File: config.mk
export PLATFORM = sky130hd
export DESIGN_NAME = deserializer
export DESIGN_NICKNAME = d
export VERILOG_FILES = /design/src/rtl/deserializer.sv
export SDC_FILE = /design/constraint.sdc
export NUM_CORES = 1
export LEC_CHECK = 0
export CAP_MARGIN = 0
export CORE_MARGIN = 2
export CORE_UTILIZATION = 32
export DETAILED_ROUTE_END_ITERATION = 7
export DONT_BUFFER_PORTS = 1
export GPL_TIMING_DRIVEN = 0
export PLACE_DENSITY = 0.58
export SKIP_LAST_GASP = 1
export SLEW_MARGIN = 30
export SYNTH_ARGS = -nofsm -noshare
export SYNTH_HDL_FRONTEND = slang
export SYNTH_SLANG_ARGS = --single-unit
File: constraint.sdc
create_clock -name clock -period 1.3 [get_ports clock]
set_clock_uncertainty 0.1 [all_clocks]
set_input_delay 0.26 -clock clock [delete_from_list [all_inputs] [get_ports clock]]
set_output_delay 0.26 -clock clock [all_outputs]
set_load 0.01 [all_outputs]
File: src/rtl/deserializer.sv
// Receive side of the serial link: rebuilds WIDTH-bit words from low-start /
// high-stop LSB-first frames and holds them for a valid/rd reader.
module deserializer #(
   parameter int WIDTH        = 8,
   parameter int CLKS_PER_BIT = 1
) (
   input  logic             clock,
   input  logic             reset_n,
   input  logic             in,
   input  logic             rd,
   output logic [WIDTH-1:0] data,
   output logic             valid,
   output logic             frame_err,
   output logic             overrun,
   output logic             busy
);

   localparam int CNT_W = (CLKS_PER_BIT > 1) ? $clog2(CLKS_PER_BIT) : 1;
   localparam int BIT_W = (WIDTH > 1) ? $clog2(WIDTH) : 1;
   localparam logic [CNT_W-1:0] HALF_C = CNT_W'((CLKS_PER_BIT - 1) / 2);
   localparam logic [CNT_W-1:0] LAST_C = CNT_W'(CLKS_PER_BIT - 1);
   localparam logic [CNT_W-1:0] ONE_C  = CNT_W'(1);
   localparam logic [BIT_W-1:0] TOP_C  = BIT_W'(WIDTH - 1);
   localparam logic [BIT_W-1:0] BONE_C = BIT_W'(1);

   typedef enum logic [2:0] {
      ST_IDLE  = 3'd0,
      ST_START = 3'd1,
      ST_DATA  = 3'd2,
      ST_STOP  = 3'd3,
      ST_BREAK = 3'd4
   } state_t;

   state_t            state_r,   state_s;
   logic [CNT_W-1:0]  clk_cnt_r, clk_cnt_s;
   logic [BIT_W-1:0]  bit_cnt_r, bit_cnt_s;
   logic [WIDTH-1:0]  shift_r,   shift_s;
   logic [WIDTH-1:0]  data_r,    data_s;
   logic              valid_r,   valid_s;
   logic              ferr_r,    ferr_s;
   logic              ovr_r,     ovr_s;
   logic              busy_r,    busy_s;
   logic              good_s;

   // Frame reception FSM: next state, counters and shift register.
   always_comb begin
      state_s   = state_r;
      clk_cnt_s = clk_cnt_r;
      bit_cnt_s = bit_cnt_r;
      shift_s   = shift_r;
      good_s    = 1'b0;
      ferr_s    = 1'b0;
      case (state_r)
         ST_IDLE: begin
            if (!in) begin
               // The detection edge is clock 0 of the start bit; with a
               // zero half-period it is also the start-bit sample.
               if (HALF_C == {CNT_W{1'b0}}) begin
                  state_s   = ST_DATA;
                  clk_cnt_s = {CNT_W{1'b0}};
                  bit_cnt_s = {BIT_W{1'b0}};
               end else begin
                  state_s   = ST_START;
                  clk_cnt_s = ONE_C;
               end
            end else begin
               clk_cnt_s = {CNT_W{1'b0}};
               bit_cnt_s = {BIT_W{1'b0}};
            end
         end
         ST_START: begin
            if (clk_cnt_r == HALF_C) begin
               clk_cnt_s = {CNT_W{1'b0}};
               bit_cnt_s = {BIT_W{1'b0}};
               if (!in) begin
                  state_s = ST_DATA;
               end else begin
                  state_s = ST_IDLE;
               end
            end else begin
               clk_cnt_s = clk_cnt_r + ONE_C;
            end
         end
         ST_DATA: begin
            if (clk_cnt_r == LAST_C) begin
               clk_cnt_s          = {CNT_W{1'b0}};
               shift_s[bit_cnt_r] = in;
               if (bit_cnt_r == TOP_C) begin
                  state_s   = ST_STOP;
                  bit_cnt_s = {BIT_W{1'b0}};
               end else begin
                  bit_cnt_s = bit_cnt_r + BONE_C;
               end
            end else begin
               clk_cnt_s = clk_cnt_r + ONE_C;
            end
         end
         ST_STOP: begin
            if (clk_cnt_r == LAST_C) begin
               clk_cnt_s = {CNT_W{1'b0}};
               if (in) begin
                  good_s  = 1'b1;
                  state_s = ST_IDLE;
               end else begin
                  ferr_s  = 1'b1;
                  state_s = ST_BREAK;
               end
            end else begin
               clk_cnt_s = clk_cnt_r + ONE_C;
            end
         end
         ST_BREAK: begin
            if (in) begin
               state_s = ST_IDLE;
            end else begin
               state_s = ST_BREAK;
            end
         end
         default: begin
            state_s   = ST_IDLE;
            clk_cnt_s = {CNT_W{1'b0}};
            bit_cnt_s = {BIT_W{1'b0}};
         end
      endcase
   end

   // Reader-side holding register, handshake and overrun tracking.
   always_comb begin
      data_s  = data_r;
      valid_s = valid_r;
      ovr_s   = ovr_r;
      if (good_s) begin
         // A new word always wins; a concurrent rd absorbs the old one.
         data_s  = shift_r;
         valid_s = 1'b1;
         if (rd) begin
            ovr_s = 1'b0;
         end else if (valid_r) begin
            ovr_s = 1'b1;
         end else begin
            ovr_s = ovr_r;
         end
      end else begin
         if (rd) begin
            ovr_s = 1'b0;
         end else begin
            ovr_s = ovr_r;
         end
         if (rd && valid_r) begin
            valid_s = 1'b0;
         end else begin
            valid_s = valid_r;
         end
      end
      busy_s = (state_s != ST_IDLE);
   end

   // State and output registers.
   always_ff @(posedge clock or negedge reset_n) begin
      if (!reset_n) begin
         state_r   <= ST_IDLE;
         clk_cnt_r <= {CNT_W{1'b0}};
         bit_cnt_r <= {BIT_W{1'b0}};
         shift_r   <= {WIDTH{1'b0}};
         data_r    <= {WIDTH{1'b0}};
         valid_r   <= 1'b0;
         ferr_r    <= 1'b0;
         ovr_r     <= 1'b0;
         busy_r    <= 1'b0;
      end else begin
         state_r   <= state_s;
         clk_cnt_r <= clk_cnt_s;
         bit_cnt_r <= bit_cnt_s;
         shift_r   <= shift_s;
         data_r    <= data_s;
         valid_r   <= valid_s;
         ferr_r    <= ferr_s;
         ovr_r     <= ovr_s;
         busy_r    <= busy_s;
      end
   end

   assign data      = data_r;
   assign valid     = valid_r;
   assign frame_err = ferr_r;
   assign overrun   = ovr_r;
   assign busy      = busy_r;

   deserializer_chk u_chk (
      .clock     (clock),
      .reset_n   (reset_n),
      .rd        (rd),
      .valid     (valid_r),
      .frame_err (ferr_r),
      .overrun   (ovr_r)
   );

endmodule

// Handshake invariants of the deserializer output side.
module deserializer_chk (
   input logic clock,
   input logic reset_n,
   input logic rd,
   input logic valid,
   input logic frame_err,
   input logic overrun
);

   a_ferr_pulse: assert property (@(posedge clock) disable iff (!reset_n)
      frame_err |=> !frame_err);

   a_ovr_valid: assert property (@(posedge clock) disable iff (!reset_n)
      overrun |-> valid);

   a_valid_fall: assert property (@(posedge clock) disable iff (!reset_n)
      $fell(valid) |-> $past(rd));

endmodule
==> results of run 1 <==
worst paths after layout:
| kind | startpoint | endpoint | slack, ns | cells past startpoint |
|---|---|---|---|---|
| worst max-delay path | bit_cnt_r[0] | bit_cnt_r[0] | -0.15 | 5 |
| worst min-delay path | in | state_r[1] | 0.06 | 2 |
| worst max register to register | bit_cnt_r[0] | bit_cnt_r[0] | -0.15 | 5 |
| worst min register to register | shift_r[4] | data[4] | 0.42 | 1 |
| max in group asynchronous | reset_n | bit_cnt_r[1] | 0.68 | 2 |
| min in group asynchronous | reset_n | bit_cnt_r[0] | 0.27 | 2 |
synth_stat cells:
library cell  number  share of area (%)
nor3b_1            2                1.3
nor3_1             1               0.44
dfrtp_1           26                 57
and4bb_2           1                1.1
o21ba_2            1               0.88
mux2_2            16                 16
nor2_1             3               0.99
a211oi_1           1               0.66
ha_1               2                2.2
nand2b_1           1               0.55
nand2_1            9                3.0
a21oi_1            1               0.44
nand4b_4           1                2.1
buf_6              1               0.99
or2_1              1               0.55
mux2i_1            2                1.8
or3b_1             1               0.77
a21oi_2            1               0.77
buf_2              1               0.44
o21ai_0            4                1.8
buf_4              1               0.66
nand3b_1           1               0.66
inv_1              1               0.33
nand3_1            2               0.88
nor4b_4            1                2.1
nor2b_1            3                1.7
worst reg2reg max path, stage by stage, from the launching register on:
cell	delay, ns
dfrtp_2	0.49
ha_4	0.17
ha_1	0.19
nor3_2	0.18
a21oi_1	0.08
o21ai_0	0.16
flip-flops by register name, summed over array words and instances, names as in the netlist:
name       count
data           8
shift_r        8
bit_cnt_r      3
state_r        3
busy           1
frame_err      1
overrun        1
valid          1
logic make-up (layout without fill, tap and decap cells):
kind of cell               after synthesis  count (layout)  share of synthesized area, %
muxes                                   18              18                         17.60
AOI/OAI and AO/OA                        8               8                         4.511
adders and majority gates                2               2                         2.200
buffers and inverters                    4              20                         2.420
DFF                                     26              26                         57.21
and+or+nand+nor                         27              27                         16.06
cell type report:
cell class | instances | share of cell area (%)
Clock buffer | 4 | 1.899
Multi-Input combinational cell | 55 | 36.62
Tap cell | 46 | 4.159
Timing Repair Buffer | 12 | 7.776
Buffer | 3 | 1.989
Sequential cell | 26 | 47.29
Inverter | 1 | 0.2712
power groups by stage:
| stage | Combinational [mW] | Clock (mW) | Sequential [mW] |
|---|---|---|---|
| after global placement | 0.851 | 0 | 1.51 |
| final | 1.18 | 0.340 | 1.48 |
| after floorplan | 0.764 | 0 | 1.45 |
| after detailed placement | 0.890 | 0 | 1.53 |
| after CTS | 1.07 | 0.363 | 1.48 |
| after global routing | 1.30 | 0.412 | 1.54 |
routing by layer:
layer	track usage [%]	wire length, µm	up-vias
met5	0	0	-
met4	5.707	43	0
met3	2.143	46	4
met2	18.42	1072	10
met1	12.36	845	348
li1	-	-	330
repair_timing:
| action | 4_1_cts | 5_1_grt |
|---|---|---|
| setup buffers | 7 | 2 |
| resized for setup | 4 | 6 |
| hold buffers | 3 | 0 |
| cloned | 0 | 0 |
| endpoints found under the hold margin | 28 | 0 |
| pin swaps | 5 | 2 |
| setup endpoints to repair | 20 | 22 |
metrics by stage:
step                      total power [mW]  area (µm²)  utilization, %  setup slack, ns
after floorplan                      2.211        1150               -         -0.03424
after global placement               2.363        1207           35.90          -0.1298
after detailed placement             2.415        1207           35.90          -0.1436
after CTS                            2.913        1334           39.66          -0.1223
after global routing                 3.245        1384           41.15          -0.2037
final                                3.006        1384           41.15          -0.1531
==> results.ini, run 1 <==
[run_status]
status=finished, violations left
violations=negative setup slack

[timing]
slew_viol_final=0
rsz0062_at_grt=true
whs_ns=0.05535
fmax_ghz=0.6882
layout_setup_ws_ns=-0.1531
tns_ns=-1.517
final.period_utilization_pct=111.8
setup_viol=19
hold_violations=0
period_minus_slack_ns=1.453
tightestPinTransition_ns=0.2517
slew_headroom_pct=83.12

[worst_setup_path]
slowest_stage=dfrtp_2
crit_family=flip-flops
crit_arrival_ns=1.59
end_kind=register
crit_required_ns=1.43
slowest_delay_ns=0.49
start_kind=register
crit_type=reg2reg
critical_path.max_fanout=5
cp_cell_sequence=ha_4 > ha_1 > nor3_2 > a21oi_1 > o21ai_0
crit_buf_inv=0

[global_route]
grt_start_max_net_pins=27
grt.total_usage_pct=10.67
grt_pass1_vias=758
grt-ovfl-total=0
grt_pass1_wl_mm=3.367
antenna_found_initial=0

[finish]
final_layout_size_suffix_gt1_share_pct=44.55
antenna_cells=0
final_common_cell=dfrtp_1
final-seq-area_um2=654.4
layout_common_cells=dfrtp_1 (23), mux2_2 (15), nand2_1 (9), buf_4 (9)
fill_cells=342
fin_nets=108
fin_cells=147
area_growth_pct=21.67
multiInputGateArea_um2=506.7

[power_and_ir_drop]
irDropWorstVdd_uv=622.9
p_int_mw=1.975
powerDensity_nw_per_um2=2172
p_sw_mw=1.030
leakage_nw=0.5835
p_seq_share_pct=49.3
p_clk_share_pct=11.3
swShare_pct=34.28
combinationalPowerShare_pct=39.4

[clock_tree]
cts_tree=built
cts_buffers=3
h-tree-depth=1
clock_path_buffers=2
clk_pin_slew_worst_paths_ns=0.13
clk_latency_ns=0.31
clkSinkCount=26
clock_tree.root_cell=clkbuf_4

[drt]
drc=0
wl_per_cell_um=13.65
ant_nets=0
firstDrtPassIters=2
drt_iter0_drc=13
vias_per_cell=4.707
vias=692
drt-total-wl_mm=2.007

[place]
numPortBuffers=0
hpwlAfterDp_mm=1.225
dp.cells=131
place.gp.congestion=0.6514

[hold_path]
hp-class=in2reg

[floorplanning]
core_um2=3363
start_util_pct=33.82
num_rows=21
dieArea_um2=4047
die_h_um=63.62
die_x_um=63.62
ios=16

[yosys]
yosysWarnings=0
ys_types=26
ys_seq_elements=26
syn_area_um2=1137
ys_seq_area_share_pct=57.21
synth_nets=91
syn_inst=85
syn_area_per_cell_um2=13.38

[flow_run]
cap_viol_max_count=0

(Power assumes the default switching activity.)
==> inputs of run 2 (changes only) <==
--- a/config.mk
+++ b/config.mk
@@ -6,6 +6,7 @@
 export NUM_CORES = 1
 export LEC_CHECK = 0
 export CAP_MARGIN = 0
+export CORE_ASPECT_RATIO = 1.25
 export CORE_MARGIN = 2
 export CORE_UTILIZATION = 32
 export DETAILED_ROUTE_END_ITERATION = 7
==> constraint.sdc (replaced) <==
create_clock -name clock -period 1.3 [get_ports clock]
set_clock_uncertainty 0.1 [all_clocks]
set_input_delay 0.26 -clock clock [delete_from_list [all_inputs] [get_ports clock]]
set_output_delay 0.26 -clock clock [all_outputs]
set_load 0.1 [all_outputs]
==> run 2 against run 1 <==
  * The flow still finishes with violations (negative setup slack)
  * Wire length is 0.95% higher
  * Hold slack better by 0.0036 ns
  * Register-to-register slack hardly changed
  * Clock-buffer cell count stayed put
  * First-iteration DRC count is 38% higher
  * Highest routed layer unchanged
  * Die area hardly changed
  * Maximum frequency is 0.17% lower
  * Critical path depth is 2 lower
  * Design area is 3.8% higher
  * Global-route usage is 0.87 points lower
==> results.ini, run 2 (synthesis gave the netlist of run 1 again) <==
[run_status]
status=finished, violations left
violations=negative setup slack

[global_route]
grt_pass1_vias=702  ; -7.4%
use_met3_pct=1.645  ; -0.50 points
grt-ovfl-total=0  ; unchanged
grt_start_max_net_pins=27  ; unchanged
grt_most_used_layer=met2
grt_pass1_wl_mm=3.091  ; -8.2%
grt.total_usage_pct=9.808  ; -0.87 points
antenna_found_initial=0  ; unchanged
grtUsageMet2_pct=16.60  ; -1.8 points
use_met1_pct=11.67  ; -0.69 points

[clock_tree]
clock_path_buffers=2  ; unchanged
h-tree-depth=1  ; unchanged
clk_latency_ns=0.26  ; -0.05 ns
cts_tree=built
cts_buffers=3  ; unchanged
clk_pin_slew_worst_paths_ns=0.09  ; -0.04 ns
clock_tree.root_cell=clkbuf_8
clkSinkCount=26  ; unchanged

[timing]
period_minus_slack_ns=1.456  ; +0.002462 ns
tns_ns=-1.454  ; +0.06303 ns
slew_viol_final=0  ; unchanged
rsz0062_at_grt=true
layout_setup_ws_ns=-0.1555  ; -0.002462 ns
whs_ns=0.05896  ; +0.003611 ns
tightestPinTransition_ns=0.4860  ; +0.2342 ns
slew_headroom_pct=67.60  ; -16 points
setup_viol=15  ; -4
fmax_ghz=0.6870  ; -0.17%
hold_violations=0  ; unchanged
final.period_utilization_pct=112.0  ; +0.19 points

[finish]
area_growth_pct=26.29
fin_cells=139  ; -5.4%
final_common_cell=mux2_2
fin_nets=107  ; -0.93%
layout_common_cells=mux2_2 (15), dfrtp_1 (11), dfrtp_4 (11)
fin_util_pct=41.59  ; +0.45 points
final_layout_size_suffix_gt1_share_pct=56.00  ; +11 points
antenna_cells=0  ; unchanged

[drt]
vias=687  ; -0.72%
wl_per_cell_um=14.58  ; +6.8%
drt_iter0_drc=18  ; +5
drc=0  ; unchanged
drt-total-wl_mm=2.026  ; +0.95%
vias_per_cell=4.942  ; +5.0%
ant_nets=0  ; unchanged
firstDrtPassIters=4  ; +2

[worst_setup_path]
critical_path.max_fanout=6  ; +1
start_kind=register
crit_type=reg2reg
crit_arrival_ns=1.51  ; -0.08 ns
end_kind=register
rr_worst_depth=3  ; -2
crit_required_ns=1.35  ; -0.08 ns

[place]
dp.cells=124  ; -5.3%
place.gp.congestion=0.7273  ; +12%
hpwlAfterDp_mm=1.228  ; +0.30%
numPortBuffers=0  ; unchanged

[floorplanning]
die_h_um=70.66  ; +11%
ios=16  ; unchanged
core_um2=3453  ; +2.7%
num_rows=24  ; +14%
dieArea_um2=4050  ; about the same
die_x_um=57.33  ; -9.9%
start_util_pct=32.93  ; -0.88 points

[hold_path]
hold_depth=1  ; -1
hp-class=in2reg

[flow_run]
cap_viol_max_count=0  ; unchanged

==> run 2: changes by cell type in the layout (fill, tap and decap cells not counted), moves of 3 or more <==
cell | before | now
buf_4 | 9 | 6
clkbuf_4 | 3 | 0
clkbuf_8 | 0 | 4
dfrtp_1 | 23 | 11
dfrtp_4 | 0 | 11
==> run 2: worst max-delay path, cell delays in order (launching register included) <==
cell	delay, ns
dfrtp_2	0.46
nor4b_4	0.37
nand3_1	0.13
mux2_2	0.28
==> run 2: cell type report <==
type | count | area, µm²
Fill cell | 314 | 2017
Clock buffer | 4 | 55.05
Buffer | 3 | 27.53
Multi-Input combinational cell | 56 | 499.2
Timing Repair Buffer | 10 | 105.1
Tap cell | 39 | 48.80
Inverter | 1 | 3.754
Sequential cell | 26 | 696.9
==> run 2: final timing paths <==
path	slack, ns	end	start
setup / recovery	-0.16	shift_r[6]	bit_cnt_r[0]
hold / removal	0.06	overrun	rd
setup reg to reg	-0.16	shift_r[6]	bit_cnt_r[0]
hold reg to reg	0.40	data[1]	shift_r[1]
max in group asynchronous	0.61	data[5]	reset_n
min in group asynchronous	0.32	data[7]	reset_n
==> run 2: what timing repair did <==
item | CTS | global route
resized for setup | 16 | 8
pin swaps | 3 | 4
endpoints found under the setup margin | 32 | 24
buffers inserted | 5 | 2
cloned | 0 | 1
hold buffers | 3 | 0
hold endpoints to repair | 27 | 0
==> run 2: metrics by stage <==
| step | instance area [µm²] | setup WS (ns) |
|---|---|---|
| global placement | 1201 | -0.1396 |
| finish | 1436 | -0.1555 |
| CTS | 1368 | -0.1444 |
| global route | 1436 | -0.1926 |
| floorplan | 1152 | -0.04163 |
| detailed placement | 1201 | -0.1616 |
==> run 2: layer usage <==
layer / routed length (µm) / part of all wire [%]
met1: 843 / 42
met2: 1115 / 55
met3: 36 / 1.8
met4: 29 / 1.4
met5: 0 / 0
Power of run 2 is left out: the tool's default activity adds up to more than one toggle a clock period on the data nets, which glitch-free logic cannot reach.
==> inputs of run 3 (changes only) <==
--- a/config.mk
+++ b/config.mk
@@ -7,13 +7,11 @@
 export LEC_CHECK = 0
 export CAP_MARGIN = 0
 export CORE_ASPECT_RATIO = 1.25
-export CORE_MARGIN = 2
 export CORE_UTILIZATION = 32
 export DETAILED_ROUTE_END_ITERATION = 7
 export DONT_BUFFER_PORTS = 1
 export GPL_TIMING_DRIVEN = 0
 export PLACE_DENSITY = 0.58
-export SKIP_LAST_GASP = 1
 export SLEW_MARGIN = 30
 export SYNTH_ARGS = -nofsm -noshare
 export SYNTH_HDL_FRONTEND = slang
==> run 3 against run 2 <==
  * The run still ends with negative setup slack left
  * Utilization is 3.9 points higher
  * Die area is 6.2% lower
  * Hold slack worse by 0.0060 ns
  * First-iteration DRC count is 83% lower
  * Non-clock buffer count is 5 higher
  * Sequential share of layout area is 1.9 points lower
  * Worst setup slack better by 0.023 ns
  * Final cell count is 2.2% higher
  * Clock-buffer cell count is 1 lower
  * Critical path depth is 1 higher
  * Critical endpoint is now shift_r[2]
==> results.ini, run 3 (synthesis gave the netlist of run 1 again) <==
[worst_setup_path]
critical_path.max_fanout=4  ; -2
crit_type=reg2reg
setup.worst_path.start=state_r[2]
crit_required_ns=1.36  ; about the same
crit_arrival_ns=1.49  ; -0.02 ns
end_kind=register
r2r_slack_ns=-0.13  ; +0.02 ns
start_kind=register
r2r_end=shift_r[2]
r2r-start=state_r[2]
rr_worst_depth=4  ; +1

[global_route]
use_met3_pct=1.866  ; +0.22 points
antenna_found_initial=0  ; unchanged
grt.total_usage_pct=12.49  ; +2.7 points
grt-ovfl-total=0  ; unchanged
grt_most_used_layer=met2
grt_pass1_wl_mm=3.553  ; +15%
grt_pass1_vias=750  ; +6.8%
grtUsageMet2_pct=23.19  ; +6.6 points
use_met1_pct=14.08  ; +2.4 points
grt_start_max_net_pins=27  ; unchanged

[clock_tree]
cts_tree=built
clock_tree.root_cell=clkbuf_8
clock_path_buffers=2  ; unchanged
clk_latency_ns=0.26  ; about the same
cts_buffers=3  ; unchanged
clk_pin_slew_worst_paths_ns=0.08  ; about the same
clkSinkCount=26  ; unchanged
h-tree-depth=1  ; unchanged

[drt]
drt_iter0_drc=3  ; -15
drc=0  ; unchanged
firstDrtPassIters=2  ; -2
vias=729  ; +6.1%
ant_nets=0  ; unchanged
vias_per_cell=5.134  ; +3.9%
wl_per_cell_um=14.43  ; -1.0%
drt-total-wl_mm=2.049  ; +1.1%

[finish]
fill_cells=286  ; -8.9%
layout_common_cells=mux2_2 (14), dfrtp_4 (12), buf_4 (12)
final_common_cell=mux2_2
final-seq-area_um2=700.7  ; +0.54%
area_growth_pct=32.23
antenna_cells=0  ; unchanged
final_layout_size_suffix_gt1_share_pct=60.00  ; +4.0 points
fin_nets=112  ; +4.7%
multiInputGateArea_um2=524.3  ; +5.0%

[flow_run]
cap_viol_max_count=0  ; unchanged

[timing]
period_minus_slack_ns=1.433  ; -0.02275 ns
rsz0062_at_grt=true
slew_headroom_pct=79.79  ; +12 points
fmax_ghz=0.6979  ; +1.6%
slew_viol_final=0  ; unchanged
tightestPinTransition_ns=0.3032  ; -0.1827 ns
setup_viol=19  ; +4
layout_setup_ws_ns=-0.1328  ; +0.02275 ns
tns_ns=-1.349  ; +0.1052 ns
hold_violations=0  ; unchanged
final.period_utilization_pct=110.2  ; -1.7 points

[place]
place.gp.congestion=0.6612  ; -9.1%
numPortBuffers=0  ; unchanged
hpwlAfterDp_mm=1.227  ; -0.13%

[floorplanning]
start_util_pct=34.37  ; +1.4 points
dieArea_um2=3798  ; -6.2%
die_x_um=55.33  ; -3.5%
core_um2=3309  ; -4.2%
die_h_um=68.66  ; -2.8%
ios=16  ; unchanged
num_rows=23  ; -4.2%

[run_status]
status=finished, violations left
violations=negative setup slack

[hold_path]
min_to=overrun
hp-class=in2reg
hp-start=rd
hold_depth=1  ; unchanged

[run 3: what timing repair did]
action	CTS	global route
endpoints found under the hold margin	27	0
hold buffers	3	0
resized for setup	19	13
endpoints found under the setup margin	32	21
gates cloned	1	0
pin swaps	4	4
buffers inserted	7	5
[run 3: per-layer routing]
metal | up-vias | share of wire, %
met1 | 369 | 43
met4 | 0 | 2.4
met5 | - | 0
li1 | 341 | -
met3 | 5 | 1.5
met2 | 14 | 53
[run 3: metrics by stage]
step	instances	util [%]	setup WS, ns	instance area [µm²]	hold slack [ns]
floorplan	85	-	-0.04163	1152	-0.1356
global placement	122	36.22	-0.1817	1199	-0.1351
detailed placement	122	36.22	-0.1808	1199	-0.1351
CTS	137	43.10	-0.1320	1426	0.04157
global route	142	45.44	-0.1692	1504	0.04102
finish	142	45.44	-0.1328	1504	0.05293
[run 3: worst max-delay path, cell delays in order, from the launching register on]
cell and delay (ns):
dfrtp_2 0.45, nor4b_4 0.30, buf_4 0.16, nand2_1 0.05
mux2_2 0.27
[run 3: layout make-up]
type	count	share of cell area, %
multi-input combinational	56	34.86
buffer	3	1.830
timing repair buffer	15	8.652
clock buffer	3	2.745
tap	37	3.078
sequential	26	46.59
inverter	1	0.2496
clock inverter	1	1.997
[run 3: worst max path at each step]
stage | to | slack (ns) | cells after the start
2_1_floorplan | shift_r[7] | -0.04 | 4
3_3_place_gp | shift_r[6] | -0.18 | 3
3_5_place_dp | shift_r[6] | -0.18 | 3
4_1_cts | shift_r[2] | -0.13 | 4
5_1_grt | shift_r[2] | -0.17 | 4
6_report | shift_r[2] | -0.13 | 4
Power of run 3 is left out for the same reason.
